<file path="src/rtl/seg7_scan_display.sv">
// Rolling DIGITS-deep pattern buffer fed by a valid/ready port, scanned onto a
// common-segment display with one-hot anodes and a blank gap at each slot start.
module seg7_scan_display #(
    parameter int DIGITS         = 4,
    parameter int REFRESH_DIV    = 1000,
    parameter int BLANK_CYCLES   = 100,
    parameter bit SEG_ACTIVE_LOW = 1'b0
) (
    input  logic              clk,
    input  logic              rst,
    input  logic              in_valid,
    output logic              in_ready,
    input  logic [6:0]        in_seg,
    input  logic              clear,
    output logic [DIGITS-1:0] an,
    output logic [6:0]        seg,
    output logic              frame_start
);

    localparam int DIV_W  = (REFRESH_DIV > 1) ? $clog2(REFRESH_DIV) : 1;
    localparam int IDX_W  = $clog2(DIGITS);
    localparam int FILL_W = $clog2(DIGITS + 1);

    localparam logic [DIV_W-1:0]  DIV_LAST  = DIV_W'(REFRESH_DIV - 1);
    localparam logic [DIV_W-1:0]  BLANK_END = DIV_W'(BLANK_CYCLES);
    localparam logic [IDX_W-1:0]  IDX_LAST  = IDX_W'(DIGITS - 1);
    localparam logic [FILL_W-1:0] FILL_MAX  = FILL_W'(DIGITS);
    localparam logic [6:0]        SEG_OFF   = SEG_ACTIVE_LOW ? 7'h7F : 7'h00;

    typedef enum logic {
        BLANK = 1'b0,
        ON    = 1'b1
    } state_t;

    localparam state_t STATE_INIT = (BLANK_CYCLES > 0) ? BLANK : ON;

    state_t state_q;
    state_t state_nxt;

    logic [DIV_W-1:0]  div;
    logic [DIV_W-1:0]  div_nxt;
    logic [IDX_W-1:0]  idx;
    logic [IDX_W-1:0]  idx_nxt;
    logic [FILL_W-1:0] fill;
    logic [FILL_W-1:0] fill_nxt;
    logic [6:0]        digit_buf     [DIGITS];
    logic [6:0]        digit_buf_nxt [DIGITS];
    logic              ready_q;
    logic              xfer;
    logic [DIGITS-1:0] an_nxt;
    logic [6:0]        seg_nxt;

    // Clear overrides the handshake so a write offered alongside it is refused.
    assign in_ready    = ready_q & ~rst & ~clear;
    assign xfer        = in_valid & in_ready;
    assign frame_start = ~rst & (div == '0) & (idx == '0);

    always_ff @(posedge clk) begin
        if (rst) begin
            state_q <= STATE_INIT;
        end else begin
            state_q <= state_nxt;
        end
    end

    always_comb begin
        digit_buf_nxt = digit_buf;
        fill_nxt      = fill;
        if (clear) begin
            for (int k = 0; k < DIGITS; k++) begin
                digit_buf_nxt[k] = '0;
            end
            fill_nxt = '0;
        end else if (xfer) begin
            for (int k = DIGITS - 1; k > 0; k--) begin
                digit_buf_nxt[k] = digit_buf[k-1];
            end
            digit_buf_nxt[0] = in_seg;
            if (fill != FILL_MAX) begin
                fill_nxt = fill + FILL_W'(1);
            end
        end
    end

    always_comb begin
        div_nxt = div + DIV_W'(1);
        idx_nxt = idx;
        if (div == DIV_LAST) begin
            div_nxt = '0;
            idx_nxt = (idx == IDX_LAST) ? '0 : idx + IDX_W'(1);
        end

        state_nxt = state_q;
        case (state_q)
            BLANK: if (div_nxt == BLANK_END) state_nxt = ON;
            ON:    if ((div_nxt == '0) && (BLANK_CYCLES > 0)) state_nxt = BLANK;
            default: state_nxt = STATE_INIT;
        endcase

        // Outputs are decoded from next-cycle state so the registered drive
        // lines up with the div/idx of the cycle it is displayed in.
        an_nxt  = '0;
        seg_nxt = SEG_OFF;
        if (state_nxt == ON) begin
            an_nxt = {{(DIGITS-1){1'b0}}, 1'b1} << idx_nxt;
            if (FILL_W'(idx_nxt) < fill_nxt) begin
                seg_nxt = digit_buf_nxt[idx_nxt] ^ SEG_OFF;
            end
        end
    end

    always_ff @(posedge clk) begin
        if (rst) begin
            div     <= '0;
            idx     <= '0;
            fill    <= '0;
            ready_q <= 1'b0;
            an      <= '0;
            seg     <= SEG_OFF;
            for (int k = 0; k < DIGITS; k++) begin
                digit_buf[k] <= '0;
            end
        end else begin
            div       <= div_nxt;
            idx       <= idx_nxt;
            fill      <= fill_nxt;
            ready_q   <= 1'b1;
            an        <= an_nxt;
            seg       <= seg_nxt;
            digit_buf <= digit_buf_nxt;
        end
    end

endmodule

</file>
<file path="config.mk">
export PLATFORM = sky130hd
export DESIGN_NAME = seg7_scan_display
export DESIGN_NICKNAME = d
export VERILOG_FILES = /design/src/rtl/seg7_scan_display.sv
export SDC_FILE = /design/constraint.sdc
export NUM_CORES = 1
export LEC_CHECK = 0
export BUFFER_PORTS_ARGS = -buffer_cell sky130_fd_sc_hd__buf_4
export CAP_MARGIN = 10
export CELL_PAD_IN_SITES_DETAIL_PLACEMENT = 1
export CELL_PAD_IN_SITES_GLOBAL_PLACEMENT = 2
export CORE_MARGIN = 2
export CORE_UTILIZATION = 40
export CTS_BUF_LIST = sky130_fd_sc_hd__clkbuf_8
export CTS_CLUSTER_SIZE = 10
export DETAILED_ROUTE_END_ITERATION = 7
export PLACE_DENSITY_LB_ADDON = 0.05
export REMOVE_ABC_BUFFERS = 1
export SLEW_MARGIN = 5
export SYNTH_ARGS = -nofsm -noshare
export SYNTH_HDL_FRONTEND = slang
export SYNTH_SLANG_ARGS = --single-unit
</file>
<file path="constraint.sdc">
create_clock -name clk -period 9.49 [get_ports clk]
set_input_delay 0.949 -clock clk [delete_from_list [all_inputs] [get_ports clk]]
set_output_delay 0.949 -clock clk [all_outputs]
set_load 0.02 [all_outputs]
</file>
==> flow_metrics.tcl, run 1 <==
set metrics [dict create \
    crit_type "input pin to flip-flop" \
    drcViolationCount 0 \
    status "finished, final reports clean" \
    ant_nets 0 \
    stdcell_count 398 \
    grt_pass1_vias 2277 \
    nNetsFinal 339 \
    synthToLayoutAreaGrowth_pct 10.47 \
    hold_path_depth 2 \
    clk_pin_slew_ns 0.10 \
    cts_hold_buf 0 \
    layout_common_cells "nand2_1, dfxtp_1, a21oi_1" \
    slew-limit-headroom 0.3803 \
    clock_latency_ns 0.31 \
    io_pins 24 \
    critical_path_required_ns 9.64 \
    gp_congestion 0.7893 \
    cp_slowest_stage_delay_ns 0.84 \
    drt_first_pass_iters 7 \
    dpl.hpwl_mm 4.537 \
    ys_async_sr_fraction 0 \
    crit_path_cell_trace "buf_4 -> nor4bb_4 -> buf_4 -> nand2_1 -> a21o_1 -> ha_1 -> a21oi_1 -> o21ai_0 -> a2111oi_0" \
    rsz0062_at_grt "no" \
    syn_inst 313 \
    grt.total_usage 0.1962 \
    h-tree-depth 2 \
    vias 2250 \
    min_to "digit_buf[6]$_SDFF_PP0_" \
    cp_slowest_cell "nor4bb_4" \
    setup_violations 0 \
    rows 29 \
    synth.mux.area_fraction 0.003774 \
    power_density_nw_per_um2 144.2 \
    synth_area_per_cell_um2 8.475 \
    fin_util 0.4589 \
    wl_per_cell_um 16.88 \
    worstPathMaxFanout 23 \
    cts_tree "built" \
    port_buffers 23 \
    nFillCells 787 \
    synth_top_family_by_area "simple AND/OR/NAND/NOR gates" \
    tns_ns 0 \
    numCtsBuffers 5 \
    synth-seq-cells 56 \
    r2r_end "seg[1]$_SDFF_PP0_" \
    ys.flop_type "dfxtp_1" \
    cts_sinks 56 \
    reg2reg_depth 9 \
    synth-xor-area-share 0.02358 \
    ff2ff_setup_slack_ns 6.41 \
    ys_warn_count 0 \
    grt_pass1_wl_mm 11.46 \
    synth_edf_count 0 \
    worst_pin_slew_ns 0.9198 \
    final_common_cell "nand2_1" \
    fin_skew_ns 0.01179 \
    start_kind "input pin" \
    layout-drive-gt1-share 0.1340 \
    netlist_area_um2 2653 \
    drt_iter0_drc 75 \
    finalCritPeriodShare 0.3819 \
    ir_worst_vdd_mv 0.07164 \
    dp.cells 390 \
    r2r_start "div[0]$_SDFF_PP0_" \
    cts_resized 0 \
    hold_class "flip-flop to flip-flop" \
    cp.arrival_ns 3.78 \
    fin_hold_ws_ns 0.4539 \
    initial_utilization 0.4154 \
    cp_num_buf_inv 2 \
    cts_buffer_depth 2 \
    grt_overflow 0 \
    clockRootBuffer "clkbuf_8" \
    synth-seq-area-share 0.4226 \
    slew_violations 0 \
    worstHoldStart "digit_buf[6]$_SDFF_PP0_" \
    cap_violations 0 \
    cp_top_family "compound AO/OA/AOI/OAI gates" \
    drt-total-wl_mm 6.718 \
    avgViaCountPerCell 5.653 \
    die_x_um 85.44 \
    grt_antenna_before_repair 0 \
    finalHoldViolCount 0 \
    total_leakage_power_nw 1.008 \
    yosys.area_share.simple 0.2264 \
    achievable-frequency_mhz 275.9 \
    crit_path_frequent_cell "buf_4" \
    synthDistinctLibCells 51 \
    die_h_um 85.44 \
    synth_compound_area_frac 0.2189 \
    grt_max_degree 30 \
    finalCriticalPeriod_ns 3.624 \
    synth_fa_ha_area_frac 0.03774 \
    post_cts_buffers 0 \
    crit_path_end_kind "flip-flop" \
    dieArea_um2 7299 \
    insertedDiodeCount 0 \
    core_um2 6386 \
]
[worst register-to-register path: cells and delay by family (launching register included)]
family | cells | cell delay (ns)
compound gates | 3 | 0.90
fa+ha+maj | 2 | 0.62
buf+inv | 1 | 0.12
flops | 1 | 0.43
mux | 1 | 0.27
simple gates | 2 | 0.57
[metal layers]
| layer | routed length, um | GRT usage | vias to the layer above | part of all wire |
|---|---|---|---|---|
| li1 | - | - | 1127 | - |
| met2 | 3281 | 0.3295 | 27 | 0.49 |
| met1 | 3188 | 0.2575 | 1091 | 0.47 |
| met5 | 0 | 0 | - | 0 |
| met4 | 74 | 0.06205 | 0 | 0.011 |
| met3 | 174 | 0.03210 | 5 | 0.026 |
[how the worst max path moves through the flow]
stage                from                end  slack [ns]  cells after the start
floorplan           clear  seg[2]$_SDFF_PP0_        4.57                      5
global placement      rst  seg[1]$_SDFF_PP0_        5.52                      9
detailed placement    rst  seg[1]$_SDFF_PP0_        5.52                      9
CTS                   rst  seg[1]$_SDFF_PP0_        5.83                      9
global route          rst  seg[1]$_SDFF_PP0_        5.58                      9
finish                rst  seg[1]$_SDFF_PP0_        5.87                      9
[sequential cells by signal (all words and copies together) (netlist names)]
register / flops
digit_buf: 28
div: 10
seg: 7
an: 4
fill: 3
idx: 2
ready_q: 1
state_q: 1
[cells by family (layout without fill, tap and decap cells)]
| group | Yosys count | count (layout) |
|---|---|---|
| multiplexers | 1 | 1 |
| buffers and inverters | 36 | 44 |
| adder cells (fa/ha/maj) | 8 | 8 |
| flip-flops | 56 | 56 |
| XOR/XNOR | 5 | 5 |
| AND/OR/NAND/NOR | 125 | 125 |
| AO/OA/AOI/OAI | 82 | 82 |
[per-stage QoR]
step / instance area [um^2] / setup slack [ns] / total power (W)
after global placement: 2823 / 5.523 / 0.0002721
final: 2930 / 5.866 / 0.0004225
after CTS: 2930 / 5.832 / 0.0004273
after floorplan: 2509 / 4.575 / 0.0002594
after detailed placement: 2823 / 5.519 / 0.0002725
after global routing: 2930 / 5.579 / 0.0004405
[layout make-up]
cell class,count,area (um^2),share of cell area
Multi-Input combinational cell,221,1369,0.4671
Sequential cell,56,1121,0.3826
Timing Repair Buffer,27,202.7,0.06917
Tap cell,77,96.34,0.03288
Clock buffer,5,68.82,0.02348
Clock inverter,3,38.79,0.01324
Inverter,9,33.78,0.01153
[report_power, final]
group	total (W)	internal, W	leakage, nW	switching [W]
combinational	0.0000255	0.0000105	0.496	0.0000150
sequential	0.000241	0.000237	0.452	0.00000379
clock	0.000156	0.0000775	0.0593	0.0000785
total	0.000423	0.000325	1.01	0.0000973
[Yosys cell counts, drive strengths merged (8+ instances only)]
cell | count | area (um^2)
ha | 8 | 100.1
nor2 | 14 | 52.55
a21oi | 32 | 160.2
dfxtp | 56 | 1121
inv | 9 | 33.78
clkbuf | 12 | 46.29
buf | 15 | 97.59
nand2 | 67 | 251.5
Note: power is estimated with default switching activity, not from simulation.
==> run 2: changes to the inputs <==
- CORE_UTILIZATION: 40 -> 34
- clock period: 9.49 -> 3.1 ns (I/O delays scaled with it)
==> run 2 against run 1 <==
  * Clock skew is 0.0017 ns higher
  * Global-route usage is 2.4 points lower
  * Die area is 17% higher
  * Power grew to 2.9 times the previous value
  * Critical endpoint is now seg[3]$_SDFF_PP0_
  * Critical path type is now flip-flop to flip-flop
  * Largest power group unchanged
  * Register-to-register slack worse by 6.1 ns
  * Wire length is 2.9% higher
  * Non-clock buffer count is 3 higher
==> flow_metrics.tcl, run 2 (synthesis results as in run 1) <==
set metrics [dict create \
    status "finished, final reports clean" \
    slew-limit-headroom 0.5328 \
    cap_violations 0 \
    nFillCells 919 \
    start_kind "flip-flop" \
    worstPathMaxFanout 14 \
    dp.cells 418 \
    initial_utilization 0.3469 \
    clock_latency_ns 0.32 \
    slew_violations 0 \
    nNetsFinal 342 \
    cts_buffer_depth 2 \
    grt_pass1_wl_mm 11.80 \
    multiInputGateArea_um2 1369 \
    rows 32 \
    crit_path_end_kind "flip-flop" \
    total_leakage_power_nw 1.010 \
    largest-register "digit_buf" \
    h-tree-depth 2 \
    crit_type "flip-flop to flip-flop" \
    seq_area_um2 1121 \
    grt_pass1_vias 2351 \
    layout_common_cells "nand2_1, dfxtp_1, a21oi_1" \
    dpl.hpwl_mm 4.557 \
    drt-total-wl_mm 6.910 \
    numCtsBuffers 5 \
    critical_path_required_ns 3.30 \
    avgViaCountPerCell 5.300 \
    cts_tree "built" \
    insertedDiodeCount 0 \
    clk_pin_slew_ns 0.11 \
    stdcell_count 426 \
    setup_violations 0 \
    synthToLayoutAreaGrowth_pct 11.79 \
    wl_per_cell_um 16.22 \
    core_um2 7647 \
    ant_nets 0 \
    die_x_um 92.33 \
    worst_pin_slew_ns 0.6961 \
    die_h_um 92.33 \
    drt_iter0_drc 71 \
    cts_sinks 56 \
    hold_class "input pin to flip-flop" \
    vias 2258 \
    gp_congestion 0.8031 \
    grt_overflow 0 \
    rsz0062_at_grt "no" \
    largest_reg_flops 28 \
    dieArea_um2 8524 \
    grt_antenna_before_repair 0 \
    reg_top3 "digit_buf x28, div x10, seg x7" \
    clockRootBuffer "clkbuf_8" \
    finalHoldViolCount 0 \
    drt_first_pass_iters 5 \
    final_common_cell "nand2_1" \
    fin_skew_ns 0.01346 \
    port_buffers 23 \
    io_pins 24 \
    fin_hold_ws_ns 0.2360 \
    cts_hold_buf 0 \
    ir_worst_vdd_mv 0.1564 \
    cp.arrival_ns 2.99 \
    grt_max_degree 31 \
    drcViolationCount 0 \
    layout-drive-gt1-share 0.1420 \
    grt.total_usage 0.1718 \
    finalCritPeriodShare 0.8997 \
    power_density_nw_per_um2 416.5 \
    finalCriticalPeriod_ns 2.789 \
    achievable-frequency_mhz 358.5 \
]
-- run 2: changes by cell type in the layout (fill, tap and decap cells not counted), sizes merged --
cell / before / now
bufinv: 1 / 0
buf: 27 / 30
clkinvlp: 0 / 1
-- run 2: worst max-delay path: stages, from the launching register on --
cell	delay, ns
dfxtp_1	0.43
ha_1	0.29
buf_4	0.16
and3_1	0.22
nand4_1	0.22
and2_1	0.34
xnor2_4	0.42
a222oi_1	0.15
a2111oi_1	0.44
-- run 2: area by class of cell --
type / instances / area share
flip-flops and latches: 56 / 0.3781
repair buffers: 30 / 0.07595
multi-input cells: 221 / 0.4616
well taps: 102 / 0.04304
clock inverters: 3 / 0.006751
inverters: 9 / 0.01139
clock buffers: 5 / 0.02321
-- run 2: worst paths after layout --
path	start	to	slack [ns]	cells after the start
setup / recovery	div[0]$_SDFF_PP0_	seg[3]$_SDFF_PP0_	0.31	8
setup reg to reg	div[0]$_SDFF_PP0_	seg[3]$_SDFF_PP0_	0.31	8
hold reg to reg	digit_buf[2]$_SDFF_PP0_	digit_buf[2]$_SDFF_PP0_	0.47	2
hold / removal	in_seg[6]	digit_buf[27]$_SDFF_PP0_	0.24	3
-- run 2: routing by layer --
layer  vias to the layer above  track usage  wire length [um]
met4                         0      0.04602                65
met3                         7      0.02766               154
met2                        25       0.2901              3369
met1                      1094       0.2279              3320
li1                       1132            -                 -
met5                         -            0                 0
-- run 2: through the flow --
step	cell area, um^2	utilization	setup TNS [ns]	power, W	setup slack, ns
finish	2965	0.3878	0	0.001235	0.3108
global route	2965	0.3878	0	0.001293	0.05638
CTS	2965	0.3878	0	0.001256	0.1563
detailed placement	2877	0.3761	0	0.0008353	0.2088
global placement	2877	0.3761	0	0.0008353	0.2870
floorplan	2509	-	-10.19	0.0007942	-1.176
-- run 2: what timing repair did --
action / 4_1_cts / 5_1_grt
setup endpoints to repair: 0 / 1
resized for setup: 0 / 1
setup buffers: 0 / 0
-- run 2: where the power goes --
part           switching, W  internal, W
logic             0.0000466    0.0000332
registers         0.0000114     0.000727
clock network      0.000259     0.000159
==> run 3: changes to the inputs <==
- clock period: 3.1 -> 2.3 ns (I/O delays scaled with it)
==> run 3 against run 2 <==
  * Sequential share of layout area decreased by 6.7 points
  * Clock-buffer cell count grew 2
  * Sequential power increased by 34%
  * Cell count rose by 12%
  * Worst hold slack got worse by 0.067 ns
  * Global-route usage rose by 1.4 points
  * Critical path depth grew 1
  * Setup slack lost 0.27 ns
  * Clock power rose by 41%
  * Largest power group unchanged
==> flow_metrics.tcl, run 3 (synthesis results as in run 1) <==
set metrics [dict create \
    status "finished, final reports clean" \
    setup_violations 0 \
    numCtsBuffers 5 \
    finalHoldViolCount 0 \
    finalCriticalPeriod_ns 2.261 \
    start_kind "flip-flop" \
    layout-drive-gt1-share 0.3396 \
    grt_pass1_wl_mm 12.59 \
    largest-register "digit_buf" \
    grt_pass1_vias 2510 \
    wl_per_cell_um 16.35 \
    placedInstanceArea_um2 3177 \
    cap_violations 0 \
    p_clk_frac 0.335 \
    switchingPower_w 0.0004149 \
    intPower_w 0.001331 \
    achievable-frequency_mhz 442.3 \
    drt_first_pass_iters 4 \
    io_pins 24 \
    p_sw_frac 0.2376 \
    cp_slowest_stage_delay_ns 0.50 \
    cp_slowest_cell "a222oi_1" \
    ir_worst_vdd_mv 0.2665 \
    port_buffers 23 \
    nFillCells 895 \
    combPwrFrac 0.098 \
    total_leakage_power_nw 1.310 \
    grt_max_degree 29 \
    power_density_nw_per_um2 482.0 \
    fin_hold_ws_ns 0.1686 \
    dieArea_um2 8524 \
    clk_pin_slew_ns 0.10 \
    insertedDiodeCount 0 \
    crit_path_cell_trace "ha_4 -> buf_6 -> and3_4 -> nand4_1 -> buf_4 -> and3_4 -> buf_12 -> a222oi_1 -> a2111oi_4" \
    cts_sinks 56 \
    finalCritPeriodShare 0.9830 \
    final_common_cell "buf_4" \
    core_um2 7647 \
    rsz0062_at_grt "yes" \
    grt_overflow 0 \
    crit_path_frequent_cell "and3_4" \
    crit_type "flip-flop to flip-flop" \
    stdcell_area_um2 3622 \
    ant_nets 0 \
    reg_top3 "digit_buf x28, div x10, seg x7" \
    largest_reg_flops 28 \
    drt_iter0_drc 134 \
    hold_class "input pin to flip-flop" \
    slew_violations 0 \
    vias 2523 \
    clock_latency_ns 0.31 \
    synthToLayoutAreaGrowth_pct 36.56 \
    cts_buffer_depth 2 \
    layout_common_cells "buf_4, nand2_1, dfxtp_1" \
    cts_tree "built" \
    drt-total-wl_mm 7.784 \
    h-tree-depth 2 \
    place_ws_ns -0.2847 \
    initial_utilization 0.3469 \
    nNetsFinal 393 \
    die_x_um 92.33 \
    grt.total_usage 0.1863 \
    critical_path_required_ns 2.47 \
    gp_congestion 0.8579 \
    cp.arrival_ns 2.44 \
    worstPathMaxFanout 14 \
    fin_skew_ns 0.005902 \
    avgViaCountPerCell 5.300 \
    worst_pin_slew_ns 0.5624 \
    slew-limit-headroom 0.6251 \
    dpl.hpwl_mm 5.055 \
    die_h_um 92.33 \
    grt_antenna_before_repair 0 \
    fin_ws_ns 0.03910 \
    clockRootBuffer "clkbuf_8" \
    crit_path_end_kind "flip-flop" \
    drcViolationCount 0 \
    rows 32 \
    sequentialPowerShare 0.566 \
]
## run 3: cell count changes in the layout (fill, tap and decap cells not counted), moves of 3 or more
cell | before | now
dfxtp_1 | 56 | 52
dfxtp_2 | 0 | 4
a2111oi_1 | 5 | 0
buf_4 | 30 | 73
a211oi_2 | 0 | 4
a211oi_1 | 7 | 3
buf_12 | 0 | 3
a2111oi_2 | 0 | 6
buf_6 | 0 | 5
## run 3: timing repair
action,in CTS,in global routing
resized for setup,26,23
pin swaps,9,18
endpoints found under the setup margin,12,8
buffers inserted,5,12
hold buffers,0,0
## run 3: final timing paths
kind	end	slack (ns)	startpoint	depth (start not counted)
worst max-delay path	seg[4]$_SDFF_PP0_	0.04	div[1]$_SDFF_PP0_	9
worst max register to register	seg[4]$_SDFF_PP0_	0.04	div[1]$_SDFF_PP0_	9
worst min-delay path	digit_buf[22]$_SDFF_PP0_	0.17	in_seg[1]	3
worst min register to register	digit_buf[0]$_SDFF_PP0_	0.46	digit_buf[0]$_SDFF_PP0_	2
## run 3: cell type report
| type | count | area [um^2] | area share |
|---|---|---|---|
| flip-flops and latches | 56 | 1126 | 0.3109 |
| well taps | 102 | 127.6 | 0.03523 |
| multi-input cells | 221 | 1574 | 0.4345 |
| inverters | 9 | 33.78 | 0.009326 |
| repair buffers | 81 | 664.4 | 0.1834 |
| clock buffers | 7 | 96.34 | 0.02660 |
## run 3: worst max-delay path: cells and delay by family, from the launching register on
kind                     cells  cell delay [ns]
AO/OA/AOI/OAI                2             0.64
flip-flops                   1             0.36
adder cells (fa/ha/maj)      1             0.15
buffers and inverters        3             0.44
AND/OR/NAND/NOR              3             0.53
## run 3: metrics by stage
stage	power [W]	std cells	TNS, ns	utilization
floorplan	0.001070	286	-37.72	-
global route	0.001824	476	-0.4055	0.4737
finish	0.001746	476	0	0.4737
CTS	0.001755	465	0	0.4465
global placement	0.001158	453	-1.642	0.4154
detailed placement	0.001159	453	-1.714	0.4154
## run 3: power groups by stage
| stage | clock network, W | registers, W | logic [W] |
|---|---|---|---|
| after floorplan | 0 | 0.00101 | 0.0000581 |
| after global placement | 0 | 0.00101 | 0.000150 |
| after detailed placement | 0 | 0.00101 | 0.000151 |
| after CTS | 0.000603 | 0.000989 | 0.000163 |
| after global routing | 0.000647 | 0.000991 | 0.000186 |
| final | 0.000586 | 0.000989 | 0.000171 |
## run 3: layer usage
layer,track usage,vias to the layer above,wire length (um),part of all wire
met5,0,-,0,0
met4,0.05597,0,112,0.014
met3,0.02766,9,205,0.026
met2,0.3218,41,4005,0.51
met1,0.2403,1239,3461,0.44
li1,-,1234,-,-
